[config.mk]
export PLATFORM = sky130hd
export DESIGN_NAME = fwd_sel_reg
export DESIGN_NICKNAME = d
export VERILOG_FILES = /design/src/rtl/fwd_pkg.sv /design/src/rtl/fwd_sel_reg_prio_match.sv /design/src/rtl/fwd_sel_reg.sv
export SDC_FILE = /design/constraint.sdc
export NUM_CORES = 1
export LEC_CHECK = 0
export CAP_MARGIN = 20
export CORE_ASPECT_RATIO = 0.9
export CORE_MARGIN = 2
export CORE_UTILIZATION = 32
export CTS_CLUSTER_SIZE = 16
export DETAILED_ROUTE_END_ITERATION = 8
export PLACE_DENSITY_LB_ADDON = 0.25
export SLEW_MARGIN = 20
export SYNTH_ARGS = -nofsm -noshare
export SYNTH_HDL_FRONTEND = slang
export SYNTH_HIERARCHICAL = 1
export SYNTH_SLANG_ARGS = --single-unit
[constraint.sdc]
create_clock -name clk -period 3.6 [get_ports clk]
set_input_delay 1.08 -clock clk [delete_from_list [all_inputs] [get_ports clk]]
set_output_delay 1.08 -clock clk [all_outputs]
set_load 0.05 [all_outputs]
[src/rtl/fwd_pkg.sv]
// fwd_pkg: constants and helpers shared by the forwarding selector.
//   SEL_RF    - out_sel code meaning "register file value selected"
//   ZERO_REG  - architectural $0, which never forwards
//   sel_width - width of a source index that covers RF plus n stages
package fwd_pkg;

    localparam int SEL_RF   = 0;
    localparam int ZERO_REG = 0;

    function automatic int sel_width(input int n);
        return $clog2(n + 1);
    endfunction

endpackage

[src/rtl/fwd_sel_reg_prio_match.sv]
// prio_match: compares a source-register address against NSRC producer
// stages and picks the lowest-index (youngest) match.
// Ports:
//   rd_addr         in   register address being read
//   src_valid       in   per-stage "writes a register"
//   src_addr        in   per-stage destination address, [i*AW +: AW]
//   src_ready       in   per-stage "result available"
//   hit             out  some stage matches
//   idx             out  index of the winning stage (0 when no hit)
//   ready_of_winner out  src_ready of the winning stage (0 when no hit)
module prio_match
    import fwd_pkg::*;
#(
    parameter int NSRC = 3,
    parameter int AW   = 5
) (
    input  logic [AW-1:0]                rd_addr,
    input  logic [NSRC-1:0]              src_valid,
    input  logic [NSRC*AW-1:0]           src_addr,
    input  logic [NSRC-1:0]              src_ready,
    output logic                         hit,
    output logic [sel_width(NSRC)-1:0]   idx,
    output logic                         ready_of_winner
);

    localparam int SW = sel_width(NSRC);

    logic [NSRC-1:0] match;

    always_comb begin
        match = '0;
        for (int i = 0; i < NSRC; i++) begin
            match[i] = src_valid[i]
                    && (src_addr[i*AW +: AW] == rd_addr)
                    && (rd_addr != AW'(ZERO_REG));
        end
    end

    // Scan from the oldest stage down so the youngest match is written last.
    always_comb begin
        hit             = 1'b0;
        idx             = '0;
        ready_of_winner = 1'b0;
        for (int i = NSRC - 1; i >= 0; i--) begin
            if (match[i]) begin
                hit             = 1'b1;
                idx             = SW'(i);
                ready_of_winner = src_ready[i];
            end
        end
    end

endmodule

[src/rtl/fwd_sel_reg.sv]
// fwd_sel_reg: operand forwarding selector plus D/E pipeline register.
// Ports:
//   clk, reset      clock, synchronous active-high reset
//   stall, flush    hold / bubble the output register (flush wins)
//   in_valid        upstream instruction is real
//   rd_addr,rf_data source register address and register-file value
//   src_*           per-stage producer valid/addr/ready/data (packed)
//   hazard          combinational load-use flag for the stall logic
//   out_data/valid/sel  registered operand, valid and source index
//   hit_cnt         saturating count of forwarded operands accepted
module fwd_sel_reg
    import fwd_pkg::*;
#(
    parameter int WIDTH = 32,
    parameter int AW    = 5,
    parameter int NSRC  = 3,
    parameter int CW    = 16
) (
    input  logic                        clk,
    input  logic                        reset,
    input  logic                        stall,
    input  logic                        flush,
    input  logic                        in_valid,
    input  logic [AW-1:0]               rd_addr,
    input  logic [WIDTH-1:0]            rf_data,
    input  logic [NSRC-1:0]             src_valid,
    input  logic [NSRC*AW-1:0]          src_addr,
    input  logic [NSRC-1:0]             src_ready,
    input  logic [NSRC*WIDTH-1:0]       src_data,
    output logic                        hazard,
    output logic [WIDTH-1:0]            out_data,
    output logic                        out_valid,
    output logic [sel_width(NSRC)-1:0]  out_sel,
    output logic [CW-1:0]               hit_cnt
);

    localparam int SW = sel_width(NSRC);

    logic          hit;
    logic [SW-1:0] idx;
    logic          win_ready;
    logic [SW-1:0] sel;
    logic [WIDTH-1:0] value;

    logic [WIDTH-1:0] out_data_q,  out_data_d;
    logic             out_valid_q, out_valid_d;
    logic [SW-1:0]    out_sel_q,   out_sel_d;
    logic [CW-1:0]    hit_cnt_q,   hit_cnt_d;

    prio_match #(.NSRC(NSRC), .AW(AW)) u_match (
        .rd_addr         (rd_addr),
        .src_valid       (src_valid),
        .src_addr        (src_addr),
        .src_ready       (src_ready),
        .hit             (hit),
        .idx             (idx),
        .ready_of_winner (win_ready)
    );

    always_comb begin
        sel   = hit ? (idx + SW'(1)) : SW'(SEL_RF);
        value = rf_data;
        for (int i = 0; i < NSRC; i++) begin
            if (hit && (idx == SW'(i))) begin
                value = src_data[i*WIDTH +: WIDTH];
            end
        end
    end

    // Only the winning stage's readiness matters; an older ready copy of the
    // same register is stale relative to the younger pending write.
    assign hazard = in_valid && hit && !win_ready;

    always_comb begin
        out_data_d  = out_data_q;
        out_valid_d = out_valid_q;
        out_sel_d   = out_sel_q;
        hit_cnt_d   = hit_cnt_q;
        if (flush) begin
            out_data_d  = '0;
            out_valid_d = 1'b0;
            out_sel_d   = SW'(SEL_RF);
        end else if (stall) begin
            // hold
        end else if (hazard) begin
            // Bubble even if the controller failed to stall.
            out_data_d  = '0;
            out_valid_d = 1'b0;
            out_sel_d   = SW'(SEL_RF);
        end else begin
            out_data_d  = value;
            out_valid_d = in_valid;
            out_sel_d   = sel;
            if (in_valid && (sel != SW'(SEL_RF)) && (hit_cnt_q != {CW{1'b1}})) begin
                hit_cnt_d = hit_cnt_q + CW'(1);
            end
        end
    end

    always_ff @(posedge clk) begin
        if (reset) begin
            out_data_q  <= '0;
            out_valid_q <= 1'b0;
            out_sel_q   <= '0;
            hit_cnt_q   <= '0;
        end else begin
            out_data_q  <= out_data_d;
            out_valid_q <= out_valid_d;
            out_sel_q   <= out_sel_d;
            hit_cnt_q   <= hit_cnt_d;
        end
    end

    assign out_data  = out_data_q;
    assign out_valid = out_valid_q;
    assign out_sel   = out_sel_q;
    assign hit_cnt   = hit_cnt_q;

endmodule

### Yosys cells after proc, flatten, opt, wreduce, memory -nomap -nowiden

Index checks and enable logic that the tools add are counted.

* add/subtract/negate cells: 2
* $mul: 0
* div/mod/pow operators: 0
* magnitude comparators: 0
* eq/ne operators: 6
* shifts and indexed selects: 0
* mux-type cells: 16
* bitwise logic cells: 3
* reductions and logical operators: 19

Operators by type and width (number)
* $mux W32: 4
* $add A16 B1 Y16 const B: 1
* $ne A16 B16 Y1 const B: 1
* $eq A5 B5 Y1: 3
* $logic_and A1 B1 Y1: 13
* $mux W2: 5
* $mux W1: 7
* $reduce_bool A5 Y1: 1
* $reduce_and A4 Y1: 1
* $not A1 Y1: 3
* $add A2 B1 Y2 const B: 1
* $eq A2 B1 Y1 const B: 1
* $eq A2 B2 Y1 const B: 1
* $logic_not A2 Y1: 1
* $reduce_bool A2 Y1: 1
* $reduce_or A2 Y1: 1
* $logic_not A1 Y1: 1

* bits in registers: 51
* latch bits: 0
* bits in writable memories: 0
* memory bits (read-only): 0
* input port bits: 159
* logic and storage cells: 50
* memories: 0

### Depth between registers and ports, before layout

* depth after elaboration: 12
* depth in mapped cells: 14
* mapped depth without buffers: 12

### Hierarchy

The synthesis kept the hierarchy.

Modules (own cells, without submodules)
* fwd_sel_reg: times used 1, cells an instance 399, area an instance 2811.4 µm²
* prio_match: times used 1, cells an instance 35, area an instance 255.2 µm²

### Worst setup path before layout

Ideal clock, no wire load.

* path type: input -> output
* start: input rd_addr[2]
* end: output hazard
* arrival: 3.276 ns
* data required time: 2.520 ns
* path slack: -0.756 ns
* stages on the path: 7
* buffers on the path: 0
* path through: or4_4 nor2_4 or3_1 mux2_2 mux2_2 nand2b_1 nor2_1

* word-level cells in the longest chain between the ends: 8
* elaborated cells on any way between the ends: 19

Ends and longest elaborated chain
* start: declaration: RTL line fwd_sel_reg.sv:24 `input logic [AW-1:0] rd_addr,`
* $eq A5 B5 Y1: RTL line fwd_sel_reg_prio_match.sv:34 `&& (src_addr[i*AW +: AW] == rd_addr)`
* $logic_and A1 B1 Y1: RTL line fwd_sel_reg_prio_match.sv:34
* $logic_and A1 B1 Y1: RTL line fwd_sel_reg_prio_match.sv:35 `&& (rd_addr != AW'(ZERO_REG));`
* $mux W1 (2 in series): RTL line fwd_sel_reg_prio_match.sv:45 `if (match[i]) begin`
* $mux W1 *: RTL line fwd_sel_reg_prio_match.sv:45
* named net win_ready: RTL line fwd_sel_reg.sv:41 `logic win_ready;`
* $logic_not A1 Y1 *: RTL line fwd_sel_reg.sv:72 `assign hazard = in_valid && hit && !win_ready;`
* $logic_and A1 B1 Y1 *: RTL line fwd_sel_reg.sv:72
* end: declaration: RTL line fwd_sel_reg.sv:30 `output logic hazard,`

The timed path passes the listed nets; every way through them passes the cells marked *.

### Worst setup path after layout

* start: input rd_addr[3]
* end: output hazard

Same word-level chain as after synthesis.

==> Flow_metrics.wiki <==
{| class="wikitable"
! Metric !! Value
|-
| CTS sink count || 51
|-
| Element type at the critical path end || output pin
|-
| Pwr Density || roughly 250 mW/mm^2
|-
| Number of fill cells || about 830
|-
| Io pins || roughly 210
|-
| Die outline width || 107 um
|-
| Layout cells sized above 1 || 0.122
|-
| Hold crit path type || register to register
|-
| Number of antenna diodes || 0
|-
| Async S/R FF share, synth || 0
|-
| Standard cell with the maximum stage delay on the critical path || sky130_fd_sc_hd__or4_4
|-
| Total standard cell area after synthesis || 0.00307 mm^2
|-
| Final core occ || 0.631
|-
| Most used cells in the layout excluding fill and tap cells || sky130_fd_sc_hd__clkdlybuf4s50_1 (198), sky130_fd_sc_hd__nand2_1 (105), sky130_fd_sc_hd__dfxtp_1 (51), sky130_fd_sc_hd__o21ai_0 (46), sky130_fd_sc_hd__a21oi_1 (38)
|-
| TritonCTS clock tree || yes
|-
| Most common library cell in the layout ignoring fill and taps || sky130_fd_sc_hd__clkdlybuf4s50_1
|-
| Input/output buffers || 210
|-
| Combinational share of power || 0.296
|-
| Site Rows || 33
|-
| Clock latency at the later pin of the worst-skew pair || 0.31 ns
|-
| Area enclosed by the die boundary || between 0.01 and 0.015 mm^2
|-
| Pleak || 0.00223 uW
|-
| Post-synth net total || 597
|-
| Root Buffer Master || sky130_fd_sc_hd__clkbuf_8
|-
| Critical-path cell list || buf_6 -> or4_4 -> nor2_4 -> or3_4 -> mux2_4 -> mux2_4 -> nand2b_4 -> nor2_4 -> buf_12
|-
| First drt pass iteration count || 4
|-
| Clock buffer count from CTS || 5
|-
| Data arrival at the endpoint of the critical path || 2.99 ns
|-
| Number of synthesized register bits || 51
|-
| EDFF count, synth || 0
|-
| Type of the worst setup path || input pin to output pin
|-
| Register area || 0.00102 mm^2
|-
| Initial core utilization || 0.333
|-
| Share of the clock period used by the worst path || 1.13
|-
| Area added between synthesis and finish || 89.4%
|-
| Switching share of total power || 0.264
|-
| Number of cells produced by synthesis || 434
|-
| Slack of the worst reg-to-reg path || 1.69 ns
|-
| RD Place Congestion || 0.846
|-
| Worst-case reg-to-reg path depth || 6
|-
| Worst-margin pin slew || roughly 0.54 ns
|-
| Net load switching power || 378 uW
|-
| Core Footprint || a little over 0.009 mm^2
|-
| DRC Markers || 0
|-
| Number of DRC markers in iteration 0 || roughly 280
|-
| Overall die height || ~97 um
|-
| HP Start || out_data[30]
|-
| Maximum number of pins on one net before global-route repair || 58
|-
| Hold Slack || 0.450 ns
|-
| Register clock-pin slew on the reported worst setup and hold paths || roughly 0.090 ns
|-
| Violations in the final reports || negative setup slack
|-
| All-Layer GR Usage || 0.221
|-
| Data required time at the worst endpoint || 2.52 ns
|-
| Cell depth of the worst min-delay path || 2
|-
| Via count || 4,058
|-
| Total overflow reported by the global router || 0
|-
| Endpoint of the lowest-slack register-to-register path || hit_cnt[15]
|-
| Max Cap Violations || 0
|-
| Largest fanout on the critical path || 4
|-
| Average footprint of a synthesized cell || 7.07 um^2
|-
| Pint || 1050 uW
|-
| Worst Skew || approximately 0.0083 ns
|-
| Via-to-Cell Ratio || 5.17
|-
| Post-synthesis sequential area ratio || 0.333
|-
| Hold violation total from the final report || 0
|-
| Average routed wire per standard cell || between 15 and 20 um
|-
| Antenna-violating nets left || 0
|-
| Footprint of the multi-input gates || between 0.0015 and 0.002 mm^2
|-
| Level count of the clock H-tree || 2
|-
| Power after layout || ~1400 uW
|-
| Final slew viol count || 0
|-
| Minimum setup slack in the final design || -0.470 ns
|-
| Final WL || between 10 and 15 mm
|-
| Relative slew slack || 0.638
|-
| DP HPWL || ~9.1 mm
|-
| Global-route wire length before repair || between 15 and 20 mm
|-
| Yosys warns || 6
|-
| Reg2Reg Launch Point || hit_cnt[0]
|-
| Highest Clock Rate || 246 MHz
|-
| Worst vdd ir || 0.000157 V
|-
| Period minus WS final || 4.07 ns
|-
| Startpoint type of the worst setup path || input pin
|-
| Worst hold path endpoint || out_data[30]
|-
| Run status || finished with violations
|-
| Sequential group share of total power || 0.410
|-
| Distinct cells, synth || 40
|-
| # nets final || 825
|-
| Peak per-stage delay on the critical path || 0.54 ns
|-
| Top flip-flop cell by instance count after synthesis || sky130_fd_sc_hd__dfxtp_1
|-
| Clock network fraction of design power || 0.294
|-
| Via count of the first global-routing pass || 4,098
|-
| Longest Clk Path Bufs || 2
|-
| Final setup violation count || 1
|-
| RSZ-0062 raised after global routing || true
|-
| Initial antenna violation count || 0
|}
==> area by class of cell <==
cell class                      instances  share of cell area
Clock inverter                          2             0.00603
Sequential cell                        51               0.176
Clock buffer                            6              0.0142
Timing Repair Buffer                  253               0.434
Inverter                                4             0.00259
Multi-Input combinational cell        347               0.341
Tap cell                              122              0.0263
==> how the worst max path moves through the flow <==
stage                     from     end  slack [ns]
CTS                 rd_addr[3]  hazard       -0.42
detailed placement  rd_addr[1]  hazard       -0.84
floorplan           rd_addr[1]  hazard       -0.35
finish              rd_addr[3]  hazard       -0.47
global route        rd_addr[3]  hazard       -0.53
global placement    rd_addr[3]  hazard       -0.79
==> per-stage QoR <==
step / setup TNS, ns / instance area, um^2 / instances / setup slack (ns)
final: -0.470 / 5810 / 785 / -0.470
after global routing: -0.973 / 5810 / 785 / -0.530
after CTS: -0.418 / 5730 / 782 / -0.418
after detailed placement: -21.32 / 5560 / 766 / -0.838
after global placement: -16.80 / 5560 / 766 / -0.790
after floorplan: -0.354 / 3090 / 434 / -0.354
==> worst max-delay path, delay by kind of cell <==
family	cells	cell delay, ns
simple gates	5	1.11
mux	2	0.56
buf+inv	2	0.24
==> flip-flops by register name, summed over array words and instances, names as in the netlist <==
register   cells
out_data      32
out_sel        2
out_valid      1
hit_cnt       16
==> power groups by stage <==
stage	sequential (uW)	clock, uW	combinational, uW
finish	586	421	423
global route	588	452	452
CTS	586	437	415
detailed placement	599	0	411
global placement	598	0	406
floorplan	649	0	106
==> synthesized netlist by cell type, types with 3 or more instances <==
master / count / area (um^2)
sky130_fd_sc_hd__nand2_1: 106 / 398
sky130_fd_sc_hd__dfxtp_1: 51 / 1020
sky130_fd_sc_hd__o21ai_0: 46 / 230
sky130_fd_sc_hd__a21oi_1: 39 / 195
sky130_fd_sc_hd__a31oi_1: 32 / 200
sky130_fd_sc_hd__clkbuf_1: 27 / 101
sky130_fd_sc_hd__o21ai_1: 22 / 110
sky130_fd_sc_hd__nor2_1: 14 / 52.6
sky130_fd_sc_hd__xnor2_1: 14 / 123
sky130_fd_sc_hd__xor2_1: 9 / 78.8
sky130_fd_sc_hd__nor3_1: 7 / 35.0
sky130_fd_sc_hd__nand3_1: 6 / 30.0
sky130_fd_sc_hd__and3_1: 5 / 31.3
sky130_fd_sc_hd__nand4_1: 5 / 31.3
sky130_fd_sc_hd__and2_1: 4 / 25.0
sky130_fd_sc_hd__ha_1: 4 / 50.1
sky130_fd_sc_hd__o211ai_1: 4 / 30.0
sky130_fd_sc_hd__or3_1: 4 / 25.0
sky130_fd_sc_hd__inv_1: 3 / 11.3
sky130_fd_sc_hd__o31ai_1: 3 / 22.5
sky130_fd_sc_hd__or4_1: 3 / 22.5
==> repair_timing <==
item / CTS / global route
hold buffers: 0 / 0
buffers inserted: 8 / 3
endpoints found under the setup margin: 49 / 24
pin swaps: 9 / 10
cloned: 0 / 1
resized for setup: 27 / 19
==> metal layers <==
layer	global-route usage	share of wire	wire length, um	up-vias
met3	0.0647	0.082	991	30
met1	0.240	0.41	4890	1876
met4	0.0839	0.030	366	0
met2	0.399	0.48	5780	164
met5	0	0	0	-
li1	-	-	-	1988
==> logic make-up after synthesis <==
kind of cell / synth area share
AO/OA/AOI/OAI: 0.279
XOR/XNOR: 0.0657
adder cells (fa/ha/maj): 0.0163
buffers and inverters: 0.0526
flip-flops: 0.333
multiplexers: 0.0106
AND/OR/NAND/NOR: 0.243
Power figures use the tool's default switching activity.
